$ cat config.mk
export PLATFORM = sky130hd
export DESIGN_NAME = csr_row_streamer
export DESIGN_NICKNAME = d
export VERILOG_FILES = /design/src/rtl/csr_row_streamer.sv
export SDC_FILE = /design/constraint.sdc
export NUM_CORES = 1
export LEC_CHECK = 0
export ABC_AREA = 1
export CAP_MARGIN = 15
export CORE_AREA = 3 3 154 156
export DETAILED_ROUTE_END_ITERATION = 12
export DIE_AREA = 0 0 157 159
export PLACE_DENSITY = 0.71
export SETUP_SLACK_MARGIN = 0.5
export SKIP_CTS_REPAIR_TIMING = 1
export SYNTH_ARGS = -nofsm -noshare
export SYNTH_HDL_FRONTEND = slang
export SYNTH_SLANG_ARGS = --single-unit
$ cat constraint.sdc
create_clock -name clk -period 3.3 [get_ports clk]
set_input_delay 0.495 -clock clk [delete_from_list [all_inputs] [get_ports clk]]
set_output_delay 0.495 -clock clk [all_outputs]
set_load 0.1 [all_outputs]
$ cat src/rtl/csr_row_streamer.sv
// Streams a 4x4 CSR weight matrix row by row to the sparse MVM engine,
// dropping entries whose column has no spike and closing each row with an EOR beat.
module csr_row_streamer #(
  parameter int MAX_NNZ = 16,
  parameter int VAL_W   = 8
) (
  input  logic             clk,
  input  logic             rst_n,
  input  logic             wr_en,
  input  logic             wr_sel,
  input  logic [3:0]       wr_addr,
  input  logic [VAL_W+1:0] wr_data,
  input  logic             start,
  input  logic [3:0]       spike_train,
  input  logic             out_ready,
  output logic             out_valid,
  output logic [1:0]       out_row,
  output logic [1:0]       out_col,
  output logic [VAL_W-1:0] out_value,
  output logic             out_eor,
  output logic             busy,
  output logic             done,
  output logic             err
);

  localparam int ADDR_W = $clog2(MAX_NNZ);
  localparam int PTR_W  = $clog2(MAX_NNZ + 1);

  typedef enum logic [1:0] {IDLE, CHECK, STREAM, DONE} state_t;

  state_t             state, state_next;
  logic [VAL_W+1:0]   ent [MAX_NNZ];
  logic [PTR_W-1:0]   rp  [5];
  logic [3:0]         spk;
  logic [1:0]         row;
  logic [PTR_W-1:0]   ptr;

  logic [PTR_W-1:0]   row_end;
  logic [VAL_W+1:0]   cur_ent;
  logic               have_ent;
  logic               hit;
  logic               table_ok;

  assign row_end  = rp[3'({1'b0, row}) + 3'd1];
  assign cur_ent  = ent[ptr[ADDR_W-1:0]];
  assign have_ent = (ptr < row_end);
  assign hit      = spk[cur_ent[VAL_W+1:VAL_W]];
  assign table_ok = (rp[0] == '0) && (rp[1] >= rp[0]) && (rp[2] >= rp[1]) &&
                    (rp[3] >= rp[2]) && (rp[4] >= rp[3]) &&
                    (rp[4] <= PTR_W'(MAX_NNZ));

  assign busy = (state != IDLE);
  assign done = (state == DONE);

  // Matrix store only accepts writes while idle so a running stream sees a frozen table.
  always_ff @(posedge clk or negedge rst_n) begin
    if (!rst_n) begin
      for (int i = 0; i < MAX_NNZ; i++) ent[i] <= '0;
      for (int i = 0; i < 5; i++) rp[i] <= '0;
    end else if (wr_en && state == IDLE) begin
      if (!wr_sel) begin
        ent[wr_addr[ADDR_W-1:0]] <= wr_data;
      end else if (wr_addr <= 4'd4) begin
        rp[wr_addr[2:0]] <= wr_data[PTR_W-1:0];
      end
    end
  end

  always_ff @(posedge clk or negedge rst_n) begin
    if (!rst_n) begin
      state <= IDLE;
      spk   <= '0;
      row   <= '0;
      ptr   <= '0;
      err   <= 1'b0;
    end else begin
      state <= state_next;
      case (state)
        IDLE: if (start) begin
          spk <= spike_train;
          row <= '0;
          ptr <= rp[0];
          err <= 1'b0;
        end
        CHECK: if (!table_ok) err <= 1'b1;
        STREAM: begin
          if (have_ent) begin
            // A skipped entry advances without a handshake.
            if (!hit || out_ready) ptr <= ptr + 1'b1;
          end else if (out_ready && row != 2'd3) begin
            row <= row + 1'b1;
          end
        end
        default: ;
      endcase
    end
  end

  always_comb begin
    state_next = state;
    out_valid  = 1'b0;
    out_row    = '0;
    out_col    = '0;
    out_value  = '0;
    out_eor    = 1'b0;
    case (state)
      IDLE:  if (start) state_next = CHECK;
      CHECK: state_next = table_ok ? STREAM : DONE;
      STREAM: begin
        if (have_ent) begin
          if (hit) begin
            out_valid = 1'b1;
            out_row   = row;
            out_col   = cur_ent[VAL_W+1:VAL_W];
            out_value = cur_ent[VAL_W-1:0];
          end
        end else begin
          out_valid = 1'b1;
          out_row   = row;
          out_eor   = 1'b1;
          if (out_ready && row == 2'd3) state_next = DONE;
        end
      end
      DONE:  state_next = IDLE;
      default: state_next = IDLE;
    endcase
  end

endmodule

==> impl_metrics.toml, run 1 <==
[logic_synthesis]
ys_seq_elements = 199
synth_common_cells = "380 x nand2_1, 220 x o21ai_0, 199 x dfrtp_1"
synth_xor_area_share_pct = 0.1750
synth_top_area_share_pct = 49.74
yosysMostFrequentCell = "nand2_1"
synthMuxAreaShare_pct = 0
syn_nets = 1292
synth_compound_gate_area_share_pct = 19.11
synthTopCellsByArea = "dfrtp_1 50%, nand2_1 14%, o21ai_0 11%"
synthDistinctLibCells = 38
syn_avg_cell_area_sq_um = 8.087
synthSimpleGateAreaFrac_pct = 19.96
synth_top_family_by_area = "simple AND/OR/NAND/NOR gates"
ys_warn_count = 0
synth_seq_area_share_pct = 49.74
yosys.area_share.adder_pct = 3.749
syn-cell-area_sq_um = 10010
synthCells = 1238
yosysTopAreaCell = "dfrtp_1"
synth_top_flop_cell = "dfrtp_1"
synth_enable_flop_cells = 0
async_reset_ff_share_pct = 100.0

[cts]
clock_path_buffers = 2
cts.sinks = 199
root_buffer = "clkbuf_16"
cts_buffers = 17
cts.clk_slew.worst_paths_ns = 0.07
clk_latency_ns = 0.44
cts_htree_levels = 4
cts_tree = "built"

[global_routing]
gr-total-overflow = 0
grt_usage_pct = 21.36
grt_max_degree = 95
grt_pass1_wl_um = 42900
grt_pass1_vias = 8104
antenna_found_initial = 0

[layout]
fillers = 2083
drive_gt1_share_pct = 11.35
stdcell_area_sq_um = 11730
n_antenna_cell = 0
multiInputGateArea_sq_um = 4547
nets = 1310
layout.area.seq_sq_um = 4981
final_util_pct = 52.12
final_cells = 1554
areaGrowthSynthToFinish_pct = 17.13

[placed_design]
numPortBuffers = 40
place.gp.congestion = 0.9171
hpwl_um = 17320
place_area_sq_um = 10990
placed_cells = 1514

[power]
cellPowerDensity_nw_per_um2 = 992.4
leakagePower_uw = 0.005269
max-vdd-ir-drop_uv = 566.2

[worst_hold_path]
hp-start = "ent[8]$_DFFE_PN0P_"
worstHoldPathCells = 2
hold_path.class = "flip-flop to flip-flop"
min_to = "ent[8]$_DFFE_PN0P_"

[worst_setup_path]
r2r-start = "row[1]$_DFFE_PN0P_"
slowest_stage = "dfrtp_1"
reg2reg_depth = 18
path_class = "flip-flop to output port"
cp_max_fo = 9
crit_arrival_ns = 3.03
cp_top_family = "compound AO/OA/AOI/OAI gates"
start_kind = "flip-flop"
path_cells = "ha_4 -> inv_6 -> a21oi_1 -> o21ai_1 -> nand3_1 -> o21ai_1 -> inv_1 -> ha_4 -> nand2_2 -> nor2_2 -> a211oi_4 -> nand4_4 -> buf_12 -> nor2_4 -> buf_12"
slowest_delay_ns = 0.42
required_ns = 2.80
rr_endpoint = "ptr[2]$_DFFE_PN0P_"
crit_buf_inv = 4
cp-end-kind = "output port"
rrSetupSlack_ns = 0.51

[timing]
slew-limit-headroom_pct = 35.19
fin_ws_ns = -0.2205
max_freq_mhz = 284.1
final.min_clock_period_ns = 3.520
fin_setup_tns_ns = -2.362
finalClockSkew_ns = 0.006481
worst_pin_slew_ns = 0.9691
finalCritPeriodShare_pct = 106.7
setup_viol = 13
slew_violations = 0
grt_setup_unrepaired = "true"
hold_viol = 0

[run_status]
violations = "setup timing"
status = "finished, violations left"

[drt]
wl_per_cell_um = 16.70
ant_nets = 0
route.detailed.drc = 0
wl_um = 25960
vias = 8528
detail_route.first_pass.iterations = 5
routed_via_density = 5.488
drt-initial-drc-count = 802

[die]
die_x_um = 157
die_area_sq_um = 24960
rows = 55
initial_core_util_pct = 44.49
fp.coreArea_sq_um = 22500
dieHeight_um = 159
ioPinCount = 41

[run]
drv_cap = 0
logic make-up after synthesis:
| group | Yosys count |
|---|---|
| and+or+nand+nor | 485 |
| AOI/OAI and AO/OA | 348 |
| DFF | 199 |
| buffers and inverters | 174 |
| adders and majority gates | 30 |
| xor gates and xnor gates | 2 |
final cells by class:
type | instances | share of cell area, %
well taps | 285 | 3.041
inverters | 97 | 3.190
multi-input cells | 865 | 38.77
flip-flops and latches | 199 | 42.47
repair buffers | 76 | 7.490
clock inverters | 12 | 1.142
clock buffers | 20 | 3.894
layer usage:
layer	up-vias	track usage [%]	share of wire (%)
li1	4164	-	-
met1	4043	29.87	45
met2	269	33.70	46
met3	52	3.860	5.6
met4	0	7.004	3.0
met5	-	0	0
power by group:
part	switching [uW]	leakage, uW	internal (uW)
logic	3750	0.00236	2190
clock network	976	0.000289	1110
registers	485	0.00262	3130
worst max-delay path by stage:
| stage | startpoint | to | slack (ns) | cells past startpoint |
|---|---|---|---|---|
| 2_1_floorplan | row[1]$_DFFE_PN0P_ | out_col[0] | -0.07 | 12 |
| 3_3_place_gp | row[1]$_DFFE_PN0P_ | out_value[2] | 0.12 | 15 |
| 3_5_place_dp | row[1]$_DFFE_PN0P_ | out_value[2] | 0.07 | 15 |
| 4_1_cts | row[1]$_DFFE_PN0P_ | out_value[0] | -0.41 | 15 |
| 5_1_grt | row[1]$_DFFE_PN0P_ | out_value[0] | -0.35 | 15 |
| 6_report | row[1]$_DFFE_PN0P_ | out_value[0] | -0.22 | 15 |
worst reg2reg max path, cell delays in order (launching register included):
cell and delay, ns:
dfrtp_1 0.42, ha_4 0.35, inv_6 0.06, a21oi_1 0.13
o21ai_1 0.09, nand3_1 0.09, o21ai_1 0.07, inv_1 0.09
ha_4 0.21, nand2_2 0.08, nor2_2 0.05, a211oi_4 0.29
buf_4 0.19, a21oi_4 0.07, buf_6 0.13, nor2_4 0.16
buf_12 0.14, nand3_1 0.07, nand2_1 0.07
flip-flops by register name, indices dropped and copies added, names as in the netlist:
signal / flops
ent: 160
rp: 25
ptr: 5
spk: 4
row: 2
state: 2
err: 1
placed cells by master, fill, tap and decap left out, types with 3 or more instances in the layout:
master	n
dfrtp_1	198
o221ai_1	7
a211oi_1	8
nand2_1	368
a21oi_1	74
nand3_1	38
a21oi_2	3
inv_2	3
buf_12	19
o21ai_0	214
clkbuf_16	17
o21ai_1	7
buf_4	31
nand2_2	15
a32oi_1	8
inv_6	5
clkdlybuf4s50_1	23
nand3_2	5
nor2_4	14
nor2_1	22
nand2_4	3
clkbuf_8	3
nand4_1	9
inv_1	90
ha_4	3
ha_1	27
a32o_1	8
o31ai_1	10
through the flow:
step	setup slack (ns)	hold slack (ns)	total power (uW)
after global routing	-0.3545	0.5083	12510
after floorplan	-0.06637	0.1994	7736
after CTS	-0.4105	-0.02642	11360
final	-0.2205	0.4855	11640
after global placement	0.1176	0.4362	9130
after detailed placement	0.07246	0.4426	9240
(Power assumes the default switching activity.)
==> run 2: changes to the inputs <==
--- a/config.mk
+++ b/config.mk
@@ -6,13 +6,13 @@
 export NUM_CORES = 1
 export LEC_CHECK = 0
 export ABC_AREA = 1
-export CAP_MARGIN = 15
 export CORE_AREA = 3 3 154 156
 export DETAILED_ROUTE_END_ITERATION = 12
 export DIE_AREA = 0 0 157 159
 export PLACE_DENSITY = 0.71
 export SETUP_SLACK_MARGIN = 0.5
 export SKIP_CTS_REPAIR_TIMING = 1
+export SKIP_LAST_GASP = 1
 export SYNTH_ARGS = -nofsm -noshare
 export SYNTH_HDL_FRONTEND = slang
 export SYNTH_SLANG_ARGS = --single-unit
==> constraint.sdc (replaced) <==
create_clock -name clk -period 4.1 [get_ports clk]
set_input_delay 0.615 -clock clk [delete_from_list [all_inputs] [get_ports clk]]
set_output_delay 0.615 -clock clk [all_outputs]
set_load 0.1 [all_outputs]
==> impl_metrics.toml, run 2 (synthesized netlist as in run 1, its figures left out) <==
[cts]
root_buffer = "clkbuf_16"
clock_path_buffers = 2
cts_htree_levels = 4
cts.sinks = 199
cts.clk_slew.worst_paths_ns = 0.07
cts_buffers = 17
cts_tree = "built"
clk_latency_ns = 0.44

[timing]
finalClockSkew_ns = 0.01438
worst_pin_slew_ns = 0.9727
final.min_clock_period_ns = 3.861
hold_viol = 0
finalCritPeriodShare_pct = 94.17
slew_violations = 0
setup_viol = 0
max_freq_mhz = 259.0
grt_setup_unrepaired = "true"
slew-limit-headroom_pct = 34.95
fin_ws_ns = 0.2390

[layout]
top_regs = "ent: 160 flops, rp: 25 flops, ptr: 5 flops"
stdcell_area_sq_um = 11500
final_common_cell = "nand2_1"
fillers = 2063
final_cell_mix = "380 x nand2_1, 216 x o21ai_0, 198 x dfrtp_1, 92 x inv_1, 75 x a21oi_1"
multiInputGateArea_sq_um = 4443
n_antenna_cell = 0
regMostFlops = "ent"
largest_register_ffs = 160
areaGrowthSynthToFinish_pct = 14.90
final_util_pct = 51.12
layout.area.seq_sq_um = 4981
nets = 1294
drive_gt1_share_pct = 8.626
final_cells = 1537

[power]
power_uw = 9099
cellPowerDensity_nw_per_um2 = 791.0
max-vdd-ir-drop_uv = 476.3
leakagePower_uw = 0.005183

[worst_setup_path]
cp-end-kind = "output port"
slowest_stage = "dfrtp_1"
cp_top_family = "buffers and inverters"
start_kind = "flip-flop"
r2r-start = "row[1]$_DFFE_PN0P_"
path_cells = "ha_4 -> inv_4 -> a21oi_1 -> o21ai_0 -> nand3_1 -> o31ai_1 -> inv_1 -> ha_1 -> nand2_1 -> nor2_1 -> a211oi_2 -> buf_4 -> nand4_4 -> buf_12 -> nor2_4 -> buf_12"
path_class = "flip-flop to output port"
slowest_delay_ns = 0.42
crit_buf_inv = 5
rrSetupSlack_ns = 1.22
crit_arrival_ns = 3.25
required_ns = 3.48
reg2reg_depth = 15
rr_endpoint = "ptr[2]$_DFFE_PN0P_"
cp_max_fo = 8
crit_top_cell = "buf_12"

[global_routing]
grt_usage_pct = 21.39
grt_pass1_vias = 8116
gr-total-overflow = 0
antenna_found_initial = 0
grt_pass1_wl_um = 42990
grt_max_degree = 93

[worst_hold_path]
hold_path.class = "input port to async pin"

[placed_design]
place_area_sq_um = 10700
pre_cts_ws_ns = 0.4543
placed_cells = 1501
numPortBuffers = 40
hpwl_um = 17320
place.gp.congestion = 0.9430

[die]
initial_core_util_pct = 44.49
dieHeight_um = 159
ioPinCount = 41
fp.coreArea_sq_um = 22500
die_x_um = 157
rows = 55
die_area_sq_um = 24960

[drt]
detail_route.first_pass.iterations = 6
drt-initial-drc-count = 839
vias = 8481
ant_nets = 0
routed_via_density = 5.518
wl_um = 26240
wl_per_cell_um = 17.07
route.detailed.drc = 0

[run_status]
status = "complete, no violations"

[run]
drv_cap = 0
run 2: worst reg2reg max path, cell delays in order (launching register included):
cell and delay (ns):
dfrtp_1 0.42, ha_4 0.30, inv_4 0.09, nand2_2 0.09
o31ai_1 0.29, inv_1 0.08, ha_1 0.28, nand2_1 0.06
buf_4 0.13, inv_1 0.05, nand4_2 0.17, a21oi_1 0.50
nor2_4 0.11, nand2_4 0.11, nand2_1 0.05, nand2_1 0.07
run 2: per-stage QoR:
step,hold WS [ns],TNS (ns)
floorplan,0.3194,0
global placement,0.4659,0
detailed placement,0.4727,0
CTS,0.2406,-0.03374
global route,0.2563,0
finish,0.2035,0
run 2: where the power goes:
part / switching (uW) / internal (uW) / leakage (uW)
Clock: 796 / 912 / 0.000294
Sequential: 376 / 2520 / 0.00262
Combinational: 2910 / 1580 / 0.00227
run 2: cell type report:
cell class / count / share of cell area, %
clock buffers: 20 / 4.057
clock inverters: 11 / 1.164
inverters: 97 / 3.241
multi-input cells: 865 / 38.62
flip-flops and latches: 199 / 43.30
well taps: 285 / 3.100
repair buffers: 60 / 6.515
run 2: worst max-delay path by stage:
stage                                   from            to  slack [ns]  depth (start not counted)
final                     row[1]$_DFFE_PN0P_  out_value[2]        0.24                         16
after global routing      row[1]$_DFFE_PN0P_  out_value[2]        0.11                         16
after CTS                 row[1]$_DFFE_PN0P_  out_value[2]       -0.03                         14
after detailed placement  row[1]$_DFFE_PN0P_  out_value[2]        0.45                         14
after global placement    row[0]$_DFFE_PN0P_  out_value[2]        0.60                         12
after floorplan           row[0]$_DFFE_PN0P_    out_col[0]        0.06                         12
run 2: per-layer routing:
metal  wire length (um)  GRT usage (%)
met5                  0              0
met1              12270          31.03
met2              12030          32.92
met4                584          6.088
met3               1358          3.941
